File: config.mk
export PLATFORM = sky130hd
export DESIGN_NAME = sram_burst_ctrl
export DESIGN_NICKNAME = d
export VERILOG_FILES = /design/src/rtl/sram_axi_pkg.sv /design/src/rtl/sram_burst_addr_gen.sv /design/src/rtl/sram_burst_ctrl.sv
export SDC_FILE = /design/constraint.sdc
export NUM_CORES = 1
export LEC_CHECK = 0
export ABC_AREA = 1
export BUFFER_PORTS_ARGS = -buffer_cell sky130_fd_sc_hd__buf_2
export CORE_AREA = 2 2 117 119
export CTS_BUF_LIST = sky130_fd_sc_hd__clkbuf_8 sky130_fd_sc_hd__clkbuf_16
export DETAILED_ROUTE_END_ITERATION = 6
export DIE_AREA = 0 0 119 121
export PLACE_DENSITY_LB_ADDON = 0.05
export SYNTH_ARGS = -nofsm -noshare
export SYNTH_HDL_FRONTEND = slang
export SYNTH_HIERARCHICAL = 1
export SYNTH_SLANG_ARGS = --single-unit
File: constraint.sdc
create_clock -name ACLK -period 4.7 [get_ports ACLK]
set_clock_uncertainty 0.05 [all_clocks]
set_input_delay 0.235 -clock ACLK [delete_from_list [all_inputs] [get_ports ACLK]]
set_output_delay 0.235 -clock ACLK [all_outputs]
set_load 0.01 [all_outputs]
File: src/rtl/sram_axi_pkg.sv
// Shared types for the SRAM AXI burst slave: arbitration codes, response codes, FSM states.
package sram_axi_pkg;

    typedef enum logic [1:0] {
        FREE  = 2'd0,
        READ  = 2'd1,
        WRITE = 2'd2,
        WRONG = 2'd3
    } sel_e;

    localparam logic [1:0] RESP_OKAY   = 2'b00;
    localparam logic [1:0] RESP_SLVERR = 2'b10;

    typedef enum logic [1:0] {
        IDLE  = 2'd0,
        RD    = 2'd1,
        WR    = 2'd2,
        WRESP = 2'd3
    } state_e;

endpackage

File: src/rtl/sram_burst_addr_gen.sv
// Burst address/beat tracker: latched word address, beat counter and last-beat compare.
module sram_burst_addr_gen #(
    parameter int LEN_W   = 4,
    parameter int SRAM_AW = 14
) (
    input  logic               clk,
    input  logic               rst_n,
    input  logic               load,
    input  logic [SRAM_AW-1:0] load_addr,
    input  logic [LEN_W-1:0]   load_len,
    input  logic               adv,
    output logic [SRAM_AW-1:0] addr,
    output logic [SRAM_AW-1:0] addr_inc,
    output logic               at_len,
    output logic               past
);

    logic [SRAM_AW-1:0] addr_q, addr_d;
    logic [LEN_W-1:0]   cnt_q, cnt_d;
    logic [LEN_W-1:0]   len_q, len_d;
    logic               past_q, past_d;

    assign addr     = addr_q;
    assign addr_inc = addr_q + SRAM_AW'(1);
    assign at_len   = (cnt_q == len_q);
    assign past     = past_q;

    // The counter saturates at LEN; past marks beats beyond the burst length.
    always_comb begin
        addr_d = addr_q;
        cnt_d  = cnt_q;
        len_d  = len_q;
        past_d = past_q;
        if (load) begin
            addr_d = load_addr;
            len_d  = load_len;
            cnt_d  = '0;
            past_d = 1'b0;
        end else if (adv) begin
            addr_d = addr_inc;
            if (at_len) past_d = 1'b1;
            else        cnt_d  = cnt_q + LEN_W'(1);
        end
    end

    always_ff @(posedge clk or negedge rst_n) begin
        if (!rst_n) begin
            addr_q <= '0;
            cnt_q  <= '0;
            len_q  <= '0;
            past_q <= 1'b0;
        end else begin
            addr_q <= addr_d;
            cnt_q  <= cnt_d;
            len_q  <= len_d;
            past_q <= past_d;
        end
    end

endmodule

File: src/rtl/sram_burst_ctrl.sv
// AXI4 INCR burst slave driving a single-port SRAM macro; one transaction at a time,
// gated by the upstream read/write arbitration code.
module sram_burst_ctrl
    import sram_axi_pkg::*;
#(
    parameter int ID_W    = 8,
    parameter int DATA_W  = 32,
    parameter int LEN_W   = 4,
    parameter int SRAM_AW = 14
) (
    input  logic                ACLK,
    input  logic                ARESETn,
    input  logic [1:0]          sel,
    input  logic [ID_W-1:0]     ARID,
    input  logic [31:0]         ARADDR,
    input  logic [LEN_W-1:0]    ARLEN,
    input  logic                ARVALID,
    output logic                ARREADY,
    output logic [ID_W-1:0]     RID,
    output logic [DATA_W-1:0]   RDATA,
    output logic [1:0]          RRESP,
    output logic                RLAST,
    output logic                RVALID,
    input  logic                RREADY,
    input  logic [ID_W-1:0]     AWID,
    input  logic [31:0]         AWADDR,
    input  logic [LEN_W-1:0]    AWLEN,
    input  logic                AWVALID,
    output logic                AWREADY,
    input  logic [DATA_W-1:0]   WDATA,
    input  logic [DATA_W/8-1:0] WSTRB,
    input  logic                WLAST,
    input  logic                WVALID,
    output logic                WREADY,
    output logic [ID_W-1:0]     BID,
    output logic [1:0]          BRESP,
    output logic                BVALID,
    input  logic                BREADY,
    output logic                sram_ceb,
    output logic                sram_web,
    output logic [DATA_W-1:0]   sram_bweb,
    output logic [SRAM_AW-1:0]  sram_a,
    output logic [DATA_W-1:0]   sram_di,
    input  logic [DATA_W-1:0]   sram_do
);

    state_e            state_q, state_d;
    logic [ID_W-1:0]   id_q, id_d;
    logic [1:0]        bresp_q, bresp_d;
    logic              err_q, err_d;

    logic               ag_load, ag_adv, ag_at_len, ag_past;
    logic [SRAM_AW-1:0] ag_load_addr, ag_addr, ag_addr_inc;
    logic [LEN_W-1:0]   ag_load_len;

    logic unused_addr_bits;
    assign unused_addr_bits = ^{ARADDR[31:SRAM_AW+2], ARADDR[1:0],
                                AWADDR[31:SRAM_AW+2], AWADDR[1:0]};

    sram_burst_addr_gen #(.LEN_W(LEN_W), .SRAM_AW(SRAM_AW)) u_addr_gen (
        .clk       (ACLK),
        .rst_n     (ARESETn),
        .load      (ag_load),
        .load_addr (ag_load_addr),
        .load_len  (ag_load_len),
        .adv       (ag_adv),
        .addr      (ag_addr),
        .addr_inc  (ag_addr_inc),
        .at_len    (ag_at_len),
        .past      (ag_past)
    );

    assign RVALID = (state_q == RD);
    assign RLAST  = RVALID && ag_at_len;
    assign RDATA  = sram_do;
    assign RRESP  = RESP_OKAY;
    assign RID    = id_q;
    assign BID    = id_q;
    assign BRESP  = bresp_q;
    assign BVALID = (state_q == WRESP);

    always_comb begin
        state_d      = state_q;
        id_d         = id_q;
        bresp_d      = bresp_q;
        err_d        = err_q;
        ag_load      = 1'b0;
        ag_load_addr = '0;
        ag_load_len  = '0;
        ag_adv       = 1'b0;
        ARREADY      = 1'b0;
        AWREADY      = 1'b0;
        WREADY       = 1'b0;
        sram_ceb     = 1'b1;
        sram_web     = 1'b1;
        sram_bweb    = '1;
        sram_a       = ag_addr;
        sram_di      = '0;
        unique case (state_q)
            IDLE: begin
                ARREADY = (sel == READ);
                AWREADY = (sel == WRITE);
                if (ARREADY && ARVALID) begin
                    id_d         = ARID;
                    ag_load      = 1'b1;
                    ag_load_addr = ARADDR[SRAM_AW+1:2];
                    ag_load_len  = ARLEN;
                    // First word is fetched now so RDATA is ready one cycle later.
                    sram_ceb     = 1'b0;
                    sram_a       = ARADDR[SRAM_AW+1:2];
                    state_d      = RD;
                end else if (AWREADY && AWVALID) begin
                    id_d         = AWID;
                    ag_load      = 1'b1;
                    ag_load_addr = AWADDR[SRAM_AW+1:2];
                    ag_load_len  = AWLEN;
                    state_d      = WR;
                end
            end
            RD: begin
                // Re-reading the current word on a stall keeps RDATA stable.
                sram_ceb = 1'b0;
                if (RREADY) begin
                    ag_adv = 1'b1;
                    sram_a = ag_addr_inc;
                    if (ag_at_len) state_d = IDLE;
                end
            end
            WR: begin
                WREADY = 1'b1;
                if (WVALID) begin
                    if (!ag_past) begin
                        ag_adv   = 1'b1;
                        sram_ceb = 1'b0;
                        sram_web = 1'b0;
                        sram_di  = WDATA;
                        for (int k = 0; k < DATA_W/8; k++)
                            sram_bweb[8*k +: 8] = {8{~WSTRB[k]}};
                    end
                    if (WLAST) begin
                        bresp_d = (err_q || ag_past || !ag_at_len) ? RESP_SLVERR : RESP_OKAY;
                        state_d = WRESP;
                    end else if (ag_at_len && !ag_past) begin
                        err_d = 1'b1;
                    end
                end
            end
            WRESP: begin
                if (BREADY) begin
                    err_d   = 1'b0;
                    state_d = IDLE;
                end
            end
            default: state_d = IDLE;
        endcase
    end

    always_ff @(posedge ACLK or negedge ARESETn) begin
        if (!ARESETn) begin
            state_q <= IDLE;
            id_q    <= '0;
            bresp_q <= RESP_OKAY;
            err_q   <= 1'b0;
        end else begin
            state_q <= state_d;
            id_q    <= id_d;
            bresp_q <= bresp_d;
            err_q   <= err_d;
        end
    end

endmodule
==> insert_results.sql, run 1 <==
INSERT INTO impl_metrics (metric_group, metric, value, unit) VALUES
('cts', 'clkSlewWorstSetupHoldPaths', '0.06', 'ns'),
('place', 'gpl.final_weighted_congestion', '0.766', ''),
('die', 'placement_rows', '42', ''),
('synth', 'yosysWarnings', '6', ''),
('pwr', 'share_seq_of_total_power', '28.0', '%'),
('global_route', 'antenna_found_initial', '0', ''),
('pwr', 'sw_share', '48.8', '%'),
('synth', 'post_synth_fa_ha_maj_area_fraction', '2.47', '%'),
('synth', 'synth_enable_flop_cells', '0', ''),
('synth', 'yosys.area_share.xor_xnor', '2.40', '%'),
('cts', 'tritoncts', 'yes', ''),
('global_route', 'global_route.overflow_total', '0', ''),
('routing', 'route.detailed.vias_per_inst', '4.33', ''),
('finish', 'layout_cells_excl_fill', '863', ''),
('routing', 'dr_total_vias', '3738', ''),
('pwr', 'power_density', '473', 'mW/mm^2'),
('cts', 'cts_buffers', '5', ''),
('pwr', 'power.leakage', '2.59', 'nW'),
('synth', 'postSynth.asyncResetShare', '100', '%'),
('sta', 'report.final.hold_viol_count', '0', ''),
('cts', 'h-tree-depth', '2', ''),
('synth', 'synth_top_cell_by_area', 'dfrtp_1', ''),
('synth', 'synth_simple_gate_area_share', '34.0', '%'),
('cts', 'cts_root_buffer', 'clkbuf_16', ''),
('pwr', 'switching_power', '992', 'uW'),
('global_route', 'grt_start_max_net_pins', '36', ''),
('routing', 'drt-pass1-iter-count', '4', ''),
('finish', 'finalNetCount', '859', ''),
('flow_run', 'cap_viol_max_count', '0', ''),
('setup_path', 'worst_path_required_time', '4.81', 'ns'),
('sta', 'fmaxAchievable', '375', 'MHz'),
('sta', 'unrepaired_setup_endpoints_after_global_routing', 'false', ''),
('synth', 'synthMostInstantiatedCell', 'nand2_1', ''),
('sta', 'slew_viol_final', '0', ''),
('sta', 'setup_viol', '0', ''),
('synth', 'synth_top_family_by_area', 'simple AND/OR/NAND/NOR gates', ''),
('die', 'floorplan.die_area', '0.0144', 'sq mm'),
('routing', 'route.detailed.drc', '0', ''),
('synth', 'synth_compound_area_share', '9.88', '%'),
('setup_path', 'critical_path_class', 'flip-flop to flip-flop', ''),
('synth', 'distinct_cells_synth', '37', ''),
('sta', 'final.setup.tns', '0', 'ns'),
('cts', 'insertion_delay_of_the_later_clocked_pin_in_the_worst_skew_pair', '0.28', 'ns'),
('die', 'die_outline_width', '119', 'microns'),
('place', 'port-buffer-count', '200', ''),
('cts', 'postCtsHoldBufs', '0', ''),
('synth', 'netlist_area', '0.00355', 'sq mm'),
('global_route', 'globalRouteTotalUtil', '15.2', '%'),
('synth', 'mean_area_per_synthesized_cell', '6.32', 'sq um'),
('outcome', 'run_status', 'completed', ''),
('setup_path', 'worst-endpoint-arrival', '2.78', 'ns'),
('global_route', 'first_global_vias', '3616', ''),
('synth', 'proportion_of_synthesized_area_in_mux_cells', '0', '%'),
('place', 'place.detailed.hpwl', '8.78', 'mm'),
('place', 'placed_cells_incl_taps', '855', ''),
('finish', 'layout-drive-gt1-share', '33.5', '%'),
('routing', 'drt_iter0_drc', '115', ''),
('cts', 'clock_sink_count', '35', ''),
('synth', 'synth.top_cells.by_area', 'dfrtp_1 (25%), nand2_1 (19%), buf_4 (15%), inv_1 (8.4%), nand3_1 (4.8%)', ''),
('finish', 'area_growth_from_synthesis_to_layout', '21.5', '%'),
('pwr', 'power_frac_comb', '56.3', '%'),
('die', 'floorplan.die.height', '121', 'microns'),
('synth', 'post_synth_inst_count', '561', ''),
('synth', 'synth_seq_cells', '35', ''),
('die', 'initial_utilization', '27.1', '%'),
('synth', 'synthFlopType', 'dfrtp_1', ''),
('routing', 'antenna_violating_nets_post_route', '0', ''),
('synth', 'seq_area_frac_synth', '24.7', '%'),
('min_path', 'hold_path.class', 'input port to asynchronous set/reset pin', ''),
('pwr', 'clockPowerShare', '15.7', '%'),
('sta', 'period_needed', '2.67', 'ns');
-- worst max-delay path, stage by stage (launching register included) --
cell	delay, ns
dfrtp_1	0.43
inv_1	0.10
ha_1	0.15
buf_4	0.26
inv_1	0.24
a21oi_4	0.44
inv_2	0.16
nand2_1	0.25
inv_1	0.26
nand3_1	0.15
nand2_1	0.07
-- layer usage --
metal  vias up  routed length [microns]  GRT usage (%)
li1       1904                        -              -
met3        10                      734           2.44
met1      1687                     4360           17.1
met5         -                        0              0
met2       137                     5800           29.8
met4         0                       76           3.35
-- path summary, 6_finish.rpt --
check	from	end	cells past startpoint
max	state_q[0]$_DFFE_PN0P_	u_addr_gen/addr[11]$_DFFE_PN0P_	10
min	ARESETn	BID[1]$_DFFE_PN0P_	1
max reg2reg	state_q[0]$_DFFE_PN0P_	u_addr_gen/addr[11]$_DFFE_PN0P_	10
min reg2reg	BID[7]$_DFFE_PN0P_	BID[7]$_DFFE_PN0P_	2
max in group asynchronous	ARESETn	u_addr_gen/len_q[2]$_DFFE_PN0P_	1
min in group ACLK	AWID[5]	BID[5]$_DFFE_PN0P_	5
-- per-stage QoR --
step	power [mW]	util (%)	hold WS [ns]	instance area [sq um]	setup slack [ns]
finish	2.04	32.9	0.0145	4310	2.03
detailed placement	1.75	31.9	0.348	4170	1.92
CTS	2.08	32.9	0.0460	4310	1.91
floorplan	1.41	-	-0.111	3550	2.53
global route	2.24	32.9	0.0915	4310	1.69
global placement	1.74	31.9	0.354	4170	1.99
-- sequential cells by signal, indices dropped and copies added, names as in the netlist --
register / count
err_q: 1
u_addr_gen/past: 1
u_addr_gen/len_q: 4
u_addr_gen/addr: 14
BID: 8
BRESP: 1
u_addr_gen/cnt_q: 4
state_q: 2
-- power groups by stage --
stage	Combinational, mW	Sequential, mW	Clock, mW
3_5_place_dp	1.17	0.577	0
3_3_place_gp	1.17	0.571	0
4_1_cts	1.17	0.573	0.330
2_1_floorplan	0.849	0.557	0
6_report	1.15	0.570	0.319
5_1_grt	1.30	0.596	0.341
-- layout by cell type, fill, tap and decap left out, drive strengths merged, types with 7 or more instances in the layout --
master  netlist  layout
nand2       185     185
dfrtp        35      35
ha            7       7
buf          80     203
a22oi        11      11
nand3        36      36
inv          82      84
o21ai        38      38
nor2         47      47
nand4         7       7
-- cell families (layout without fill, tap and decap cells) --
kind of cell	Yosys count	after routing
xor gates and xnor gates	8	8
and+or+nand+nor	283	283
buffers and inverters	169	293
DFF	35	35
AOI/OAI and AO/OA	58	58
other	1	3
adders and majority gates	7	7
-- area by class of cell --
| class | count | area, sq um |
|---|---|---|
| clock buffer | 5 | 125 |
| multi-input combinational | 359 | 1740 |
| sequential | 35 | 876 |
| timing repair buffer | 203 | 1020 |
| clock inverter | 3 | 12.5 |
| fill | 1477 | 8780 |
| tap | 176 | 220 |
| inverter | 82 | 310 |
Power figures use the tool's default switching activity.
==> run 2, diff against run 1 <==
clock period = 2.6 ns   (was 4.7 ns; I/O delays follow)
==> run 2 against run 1 <==
  * Die area unchanged
  * Flip-flop and latch count unchanged
  * Register-to-register slack got worse by 1.8 ns
  * Wire length increased by 2.1%
==> insert_results.sql, run 2 (synthesis results as in run 1) <==
INSERT INTO impl_metrics (metric_group, metric, value, unit) VALUES
('die', 'die_outline_width', '119', 'microns'),
('finish', 'layout_commonest_cell', 'buf_2', ''),
('die', 'floorplan.core_area', '0.0131', 'sq mm'),
('cts', 'tritoncts', 'yes', ''),
('cts', 'cts_root_buffer', 'clkbuf_16', ''),
('finish', 'area_growth_from_synthesis_to_layout', '22.8', '%'),
('setup_path', 'critical_path.startpoint_type', 'flip-flop', ''),
('sta', 'worst_slack', '0.248', 'ns'),
('global_route', 'antenna_found_initial', '0', ''),
('die', 'placement_rows', '42', ''),
('routing', 'route.detailed.drc', '0', ''),
('place', 'port-buffer-count', '200', ''),
('setup_path', 'timing.critical_path.slowest_cell_delay', '0.42', 'ns'),
('die', 'floorplan.die.height', '121', 'microns'),
('global_route', 'grt_start_max_net_pins', '36', ''),
('pwr', 'power.leakage', '2.61', 'nW'),
('cts', 'post-cts-setup-buffers', '0', ''),
('pwr', 'switching_power', '1.80', 'mW'),
('setup_path', 'cpMaxStageDelayCell', 'dfrtp_1', ''),
('global_route', 'globalRouteTotalUtil', '15.2', '%'),
('sta', 'post-route-period-util', '90.5', '%'),
('die', 'floorplan.io_pins', '304', ''),
('cts', 'maximum_clock_insertion_buffer_count', '2', ''),
('setup_path', 'worst-endpoint-arrival', '2.49', 'ns'),
('place', 'place_worst_setup_slack', '0.228', 'ns'),
('finish', 'final_util', '33.3', '%'),
('finish', 'layout-drive-gt1-share', '34.0', '%'),
('die', 'floorplan.die_area', '0.0144', 'sq mm'),
('pwr', 'power_density', '857', 'mW/mm^2'),
('finish', 'finalNetCount', '864', ''),
('sta', 'maxSlewHeadroom', '44.3', '%'),
('cts', 'h-tree-depth', '2', ''),
('setup_path', 'crit_path_max_fanout', '14', ''),
('finish', 'max_reg_flops', '14', ''),
('routing', 'drt_iter0_drc', '102', ''),
('cts', 'insertion_delay_of_the_later_clocked_pin_in_the_worst_skew_pair', '0.28', 'ns'),
('setup_path', 'worst_path_required_time', '2.74', 'ns'),
('routing', 'drt-pass1-iter-count', '4', ''),
('place', 'place.detailed.hpwl', '8.92', 'mm'),
('sta', 'final.setup.tns', '0', 'ns'),
('setup_path', 'critPathCaptureType', 'flip-flop', ''),
('setup_path', 'critical_path_class', 'flip-flop to flip-flop', ''),
('global_route', 'first_global_vias', '3576', ''),
('cts', 'clock_sink_count', '35', ''),
('cts', 'resized_cells_post_cts', '0', ''),
('cts', 'clkSlewWorstSetupHoldPaths', '0.06', 'ns'),
('sta', 'slew_viol_final', '0', ''),
('cts', 'cts_buffers', '5', ''),
('pwr', 'clockPowerShare', '16.1', '%'),
('sta', 'period_needed', '2.35', 'ns'),
('sta', 'fin_worst_hold_slack', '0.112', 'ns'),
('flow_run', 'cap_viol_max_count', '0', ''),
('sta', 'setup_viol', '0', ''),
('global_route', 'grt_pass1_wl', '17.7', 'mm'),
('pwr', 'sw_share', '48.3', '%'),
('cts', 'postCtsHoldBufs', '1', ''),
('setup_path', 'worst_path_most_repeated_cell', 'inv_1', ''),
('routing', 'route.detailed.vias_per_inst', '4.33', ''),
('min_path', 'hold_path.class', 'input port to flip-flop', ''),
('finish', 'antennaDiodeCount', '0', ''),
('setup_path', 'cells_along_the_critical_path', 'inv_1, ha_1, inv_1, a21oi_4, buf_4, inv_2, nand2_1, inv_1, nand2_1, o211ai_1', ''),
('sta', 'fmaxAchievable', '425', 'MHz'),
('setup_path', 'reg2reg_slack', '0.25', 'ns'),
('sta', 'worst_slew_pin_slew', '0.836', 'ns'),
('pwr', 'power_frac_comb', '56.3', '%'),
('finish', 'final_cell_mix', 'buf_2 (200), nand2_1 (180), inv_1 (79), nor2_1 (40), dfrtp_1 (35)', ''),
('pwr', 'share_seq_of_total_power', '27.5', '%'),
('sta', 'unrepaired_setup_endpoints_after_global_routing', 'false', ''),
('die', 'initial_utilization', '27.1', '%'),
('sta', 'report.final.hold_viol_count', '0', ''),
('routing', 'overall_routed_net_length', '11.2', 'mm'),
('place', 'gpl.final_weighted_congestion', '0.737', ''),
('routing', 'routedWlPerCell', '12.9', 'microns'),
('routing', 'dr_total_vias', '3756', ''),
('pwr', 'worst_case_vdd_ir_drop', '304', 'uV'),
('routing', 'antenna_violating_nets_post_route', '0', ''),
('pwr', 'internal_power', '1.93', 'mW'),
('global_route', 'global_route.overflow_total', '0', ''),
('outcome', 'run_status', 'completed', '');
[run 2: cell count changes in the layout (fill, tap and decap cells not counted)]
cell           change
dlygate4sd3_1      +1
inv_1              -2
buf_4              +4
clkbuf_8           +1
[run 2: layer usage]
metal / wire length, microns / track usage [%] / part of all wire (%)
met2: 5870 / 29.7 / 52
met5: 0 / 0 / 0
met3: 721 / 2.91 / 6.4
met1: 4550 / 17.2 / 41
met4: 63 / 2.90 / 0.56
[run 2: area by class of cell]
class                   count  area (sq um)
clock buffers               6           139
clock inverters             1          5.00
fillers                  1483          8730
inverters                  82           310
multi-input cells         359          1740
flip-flops and latches     35           876
well taps                 176           220
repair buffers            208          1060
[run 2: metrics by stage]
step | total power [mW] | cells | cell area, sq um
floorplan | 2.54 | 563 | 3550
global placement | 3.17 | 859 | 4200
detailed placement | 3.18 | 859 | 4200
global route | 4.10 | 867 | 4350
CTS | 3.80 | 867 | 4350
finish | 3.73 | 867 | 4350
[run 2: final timing paths]
kind                                        start                        endpoint  depth (start not counted)
setup / recovery           state_q[0]$_DFFE_PN0P_  u_addr_gen/addr[0]$_DFFE_PN0P_                         10
hold reg to reg              BRESP[1]$_DFFE_PN0P_            BRESP[1]$_DFFE_PN0P_                          1
setup reg to reg           state_q[0]$_DFFE_PN0P_  u_addr_gen/addr[0]$_DFFE_PN0P_                         10
max in group asynchronous                 ARESETn     u_addr_gen/past$_DFFE_PN0P_                          2
hold / removal                            AWID[2]              BID[2]$_DFFE_PN0P_                          5
min in group asynchronous                 ARESETn              BID[1]$_DFFE_PN0P_                          2
[run 2: power by group through the flow]
stage	sequential [mW]	clock (mW)	combinational [mW]
2_1_floorplan	1.01	0	1.53
3_3_place_gp	1.03	0	2.13
3_5_place_dp	1.04	0	2.14
4_1_cts	1.03	0.621	2.15
5_1_grt	1.07	0.645	2.38
6_report	1.03	0.603	2.10
[run 2: worst max-delay path, delay by kind of cell (launching register included)]
kind | cells | cell delay, ns
compound gates | 2 | 0.17
simple gates | 2 | 0.29
fa+ha+maj | 1 | 0.26
buf+inv | 5 | 1.08
flops | 1 | 0.42
==> run 3, diff against run 2 <==
CELL_PAD_IN_SITES_DETAIL_PLACEMENT = 0   (was default)
CELL_PAD_IN_SITES_GLOBAL_PLACEMENT = 1   (was default)
CORE_AREA = default   (was 2 2 117 119)
CORE_UTILIZATION = 24   (was default)
DIE_AREA = default   (was 0 0 119 121)
==> run 3 against run 2 <==
  * Count of clock-buffer cells in the layout shrank 1
  * Global-route usage down 1.5 points
  * Critical path depth is 2 lower
  * First-iteration DRC count shrank 14%
  * Largest cell class unchanged
  * Highest routed layer unchanged
==> insert_results.sql, run 3 (synthesis results as in run 1) <==
INSERT INTO impl_metrics (metric_group, metric, value, unit) VALUES
('outcome', 'run_status', 'completed', ''),
('routing', 'drt_iter0_drc', '88', ''),
('place', 'gpl.final_weighted_congestion', '0.767', ''),
('sta', 'setup_viol', '0', ''),
('finish', 'layout_commonest_cell', 'buf_2', ''),
('sta', 'worst_slew_pin_slew', '0.880', 'ns'),
('min_path', 'hold_path.class', 'input port to flip-flop', ''),
('routing', 'route.detailed.vias_per_inst', '4.23', ''),
('die', 'die_outline_width', '124', 'microns'),
('sta', 'final.setup.tns', '0', 'ns'),
('cts', 'h-tree-depth', '2', ''),
('sta', 'post-route-period-util', '88.9', '%'),
('place', 'place.detailed.hpwl', '8.16', 'mm'),
('setup_path', 'cells_along_the_critical_path', 'inv_1, ha_1, nand2_1, o21a_1, nand2_1, nand2_1, nand3_1, buf_2', ''),
('routing', 'antenna_violating_nets_post_route', '0', ''),
('routing', 'drt-pass1-iter-count', '4', ''),
('setup_path', 'critPathCaptureType', 'output port', ''),
('place', 'placed_cell_areas', '0.00421', 'sq mm'),
('routing', 'route.detailed.drc', '0', ''),
('sta', 'fmaxAchievable', '433', 'MHz'),
('setup_path', 'worst_path_required_time', '2.42', 'ns'),
('finish', 'antennaDiodeCount', '0', ''),
('global_route', 'grt_start_max_net_pins', '36', ''),
('die', 'floorplan.io_pins', '304', ''),
('finish', 'post-route-cell-area', '0.00436', 'sq mm'),
('cts', 'cts_buffers', '5', ''),
('global_route', 'global_route.overflow_total', '0', ''),
('die', 'initial_utilization', '24.5', '%'),
('place', 'place_worst_setup_slack', '0.349', 'ns'),
('die', 'floorplan.core_area', '0.0145', 'sq mm'),
('cts', 'tritoncts', 'yes', ''),
('finish', 'finalNetCount', '864', ''),
('routing', 'overall_routed_net_length', '10.6', 'mm'),
('cts', 'clkSlewWorstSetupHoldPaths', '0.06', 'ns'),
('setup_path', 'worst-endpoint-arrival', '2.13', 'ns'),
('setup_path', 'critical_path.startpoint_type', 'flip-flop', ''),
('setup_path', 'critical_path_buf_inv_count', '2', ''),
('pwr', 'power_density', '848', 'mW/mm^2'),
('finish', 'layout_cells_excl_fill', '876', ''),
('sta', 'worst_slack', '0.289', 'ns'),
('routing', 'dr_total_vias', '3704', ''),
('place', 'port-buffer-count', '200', ''),
('cts', 'insertion_delay_of_the_later_clocked_pin_in_the_worst_skew_pair', '0.28', 'ns'),
('finish', 'num-fill-cells', '1619', ''),
('sta', 'fin_worst_hold_slack', '0.113', 'ns'),
('finish', 'area_growth_from_synthesis_to_layout', '22.9', '%'),
('pwr', 'power.leakage', '2.61', 'nW'),
('setup_path', 'critical_path_class', 'flip-flop to output port', ''),
('global_route', 'grt_pass1_wl', '16.3', 'mm'),
('setup_path', 'crit_path_max_fanout', '14', ''),
('cts', 'cts_root_buffer', 'clkbuf_16', ''),
('sta', 'unrepaired_setup_endpoints_after_global_routing', 'false', ''),
('setup_path', 'timing.critical_path.slowest_cell_delay', '0.45', 'ns'),
('cts', 'clock_sink_count', '35', ''),
('global_route', 'antenna_found_initial', '0', ''),
('pwr', 'worst_case_vdd_ir_drop', '263', 'uV'),
('sta', 'period_needed', '2.31', 'ns'),
('setup_path', 'cpMaxStageDelayCell', 'nand2_1', ''),
('setup_path', 'worst_path_dominant_cell_family', 'simple AND/OR/NAND/NOR gates', ''),
('finish', 'layout-drive-gt1-share', '33.8', '%'),
('finish', 'max_reg_flops', '14', ''),
('sta', 'slew_viol_final', '0', ''),
('global_route', 'globalRouteTotalUtil', '13.7', '%'),
('global_route', 'first_global_vias', '3309', ''),
('place', 'placed_cells_incl_taps', '867', ''),
('setup_path', 'worst_path_most_repeated_cell', 'nand2_1', ''),
('flow_run', 'cap_viol_max_count', '0', ''),
('sta', 'report.final.hold_viol_count', '0', ''),
('die', 'floorplan.die_area', '0.0153', 'sq mm'),
('die', 'placement_rows', '44', ''),
('routing', 'routedWlPerCell', '12.1', 'microns'),
('cts', 'maximum_clock_insertion_buffer_count', '2', ''),
('finish', 'final_cell_mix', 'buf_2 (200), nand2_1 (180), inv_1 (81), nor2_1 (40), dfrtp_1 (35)', ''),
('die', 'floorplan.die.height', '124', 'microns'),
('sta', 'maxSlewHeadroom', '41.3', '%');
==> run 3: changes by cell type in the layout (fill, tap and decap cells not counted), sizes merged <==
cell    previous run  this run
inv               82        84
clkbuf             6         5
==> run 3: final cells by class <==
| type | count | area [sq um] | area share (%) |
|---|---|---|---|
| inverter | 82 | 310 | 7.12 |
| clock inverter | 3 | 12.5 | 0.287 |
| timing repair buffer | 208 | 1060 | 24.4 |
| tap | 184 | 230 | 5.28 |
| multi-input combinational | 359 | 1740 | 39.9 |
| clock buffer | 5 | 125 | 2.87 |
| sequential | 35 | 876 | 20.1 |
==> run 3: worst paths after layout <==
kind	start	end	slack [ns]	depth (start not counted)
max in group asynchronous	ARESETn	u_addr_gen/len_q[1]$_DFFE_PN0P_	1.47	2
setup / recovery	state_q[1]$_DFFE_PN0P_	sram_a[1]	0.29	8
min in group asynchronous	ARESETn	state_q[0]$_DFFE_PN0P_	0.48	2
hold / removal	AWID[1]	BID[1]$_DFFE_PN0P_	0.11	5
setup reg to reg	state_q[0]$_DFFE_PN0P_	u_addr_gen/addr[1]$_DFFE_PN0P_	0.35	9
hold reg to reg	err_q$_DFFE_PN0P_	err_q$_DFFE_PN0P_	0.43	2
==> run 3: power breakdown <==
| part | total, mW | internal [mW] | switching (mW) |
|---|---|---|---|
| Combinational | 2.09 | 0.787 | 1.30 |
| Clock | 0.577 | 0.346 | 0.231 |
| Sequential | 1.02 | 0.767 | 0.257 |
| Total | 3.69 | 1.90 | 1.79 |
==> run 3: timing repair <==
item / CTS / global route
hold endpoints to repair: 35 / 0
gates resized for setup: 0 / 0
buffers inserted: 0 / 0
hold buffers: 1 / 0
==> run 3: worst min-delay path, stage by stage <==
cell and delay [ns]:
buf_2 0.07, nand2_1 0.04, o21ai_0 0.06, nand2_1 0.05
nand2_1 0.05
==> run 3: per-layer routing <==
| layer | track usage, % | up-vias | part of all wire [%] |
|---|---|---|---|
| met5 | 0 | - | 0 |
| met4 | 3.24 | 0 | 0.80 |
| met3 | 1.52 | 8 | 5.2 |
| met2 | 25.2 | 125 | 50 |
| met1 | 16.9 | 1659 | 44 |
| li1 | - | 1912 | - |
==> run 3: stage by stage <==
stage	util [%]	power, mW
finish	30.1	3.69
detailed placement	29.1	3.17
global route	30.1	4.10
floorplan	-	2.54
global placement	29.1	3.16
CTS	30.1	3.77
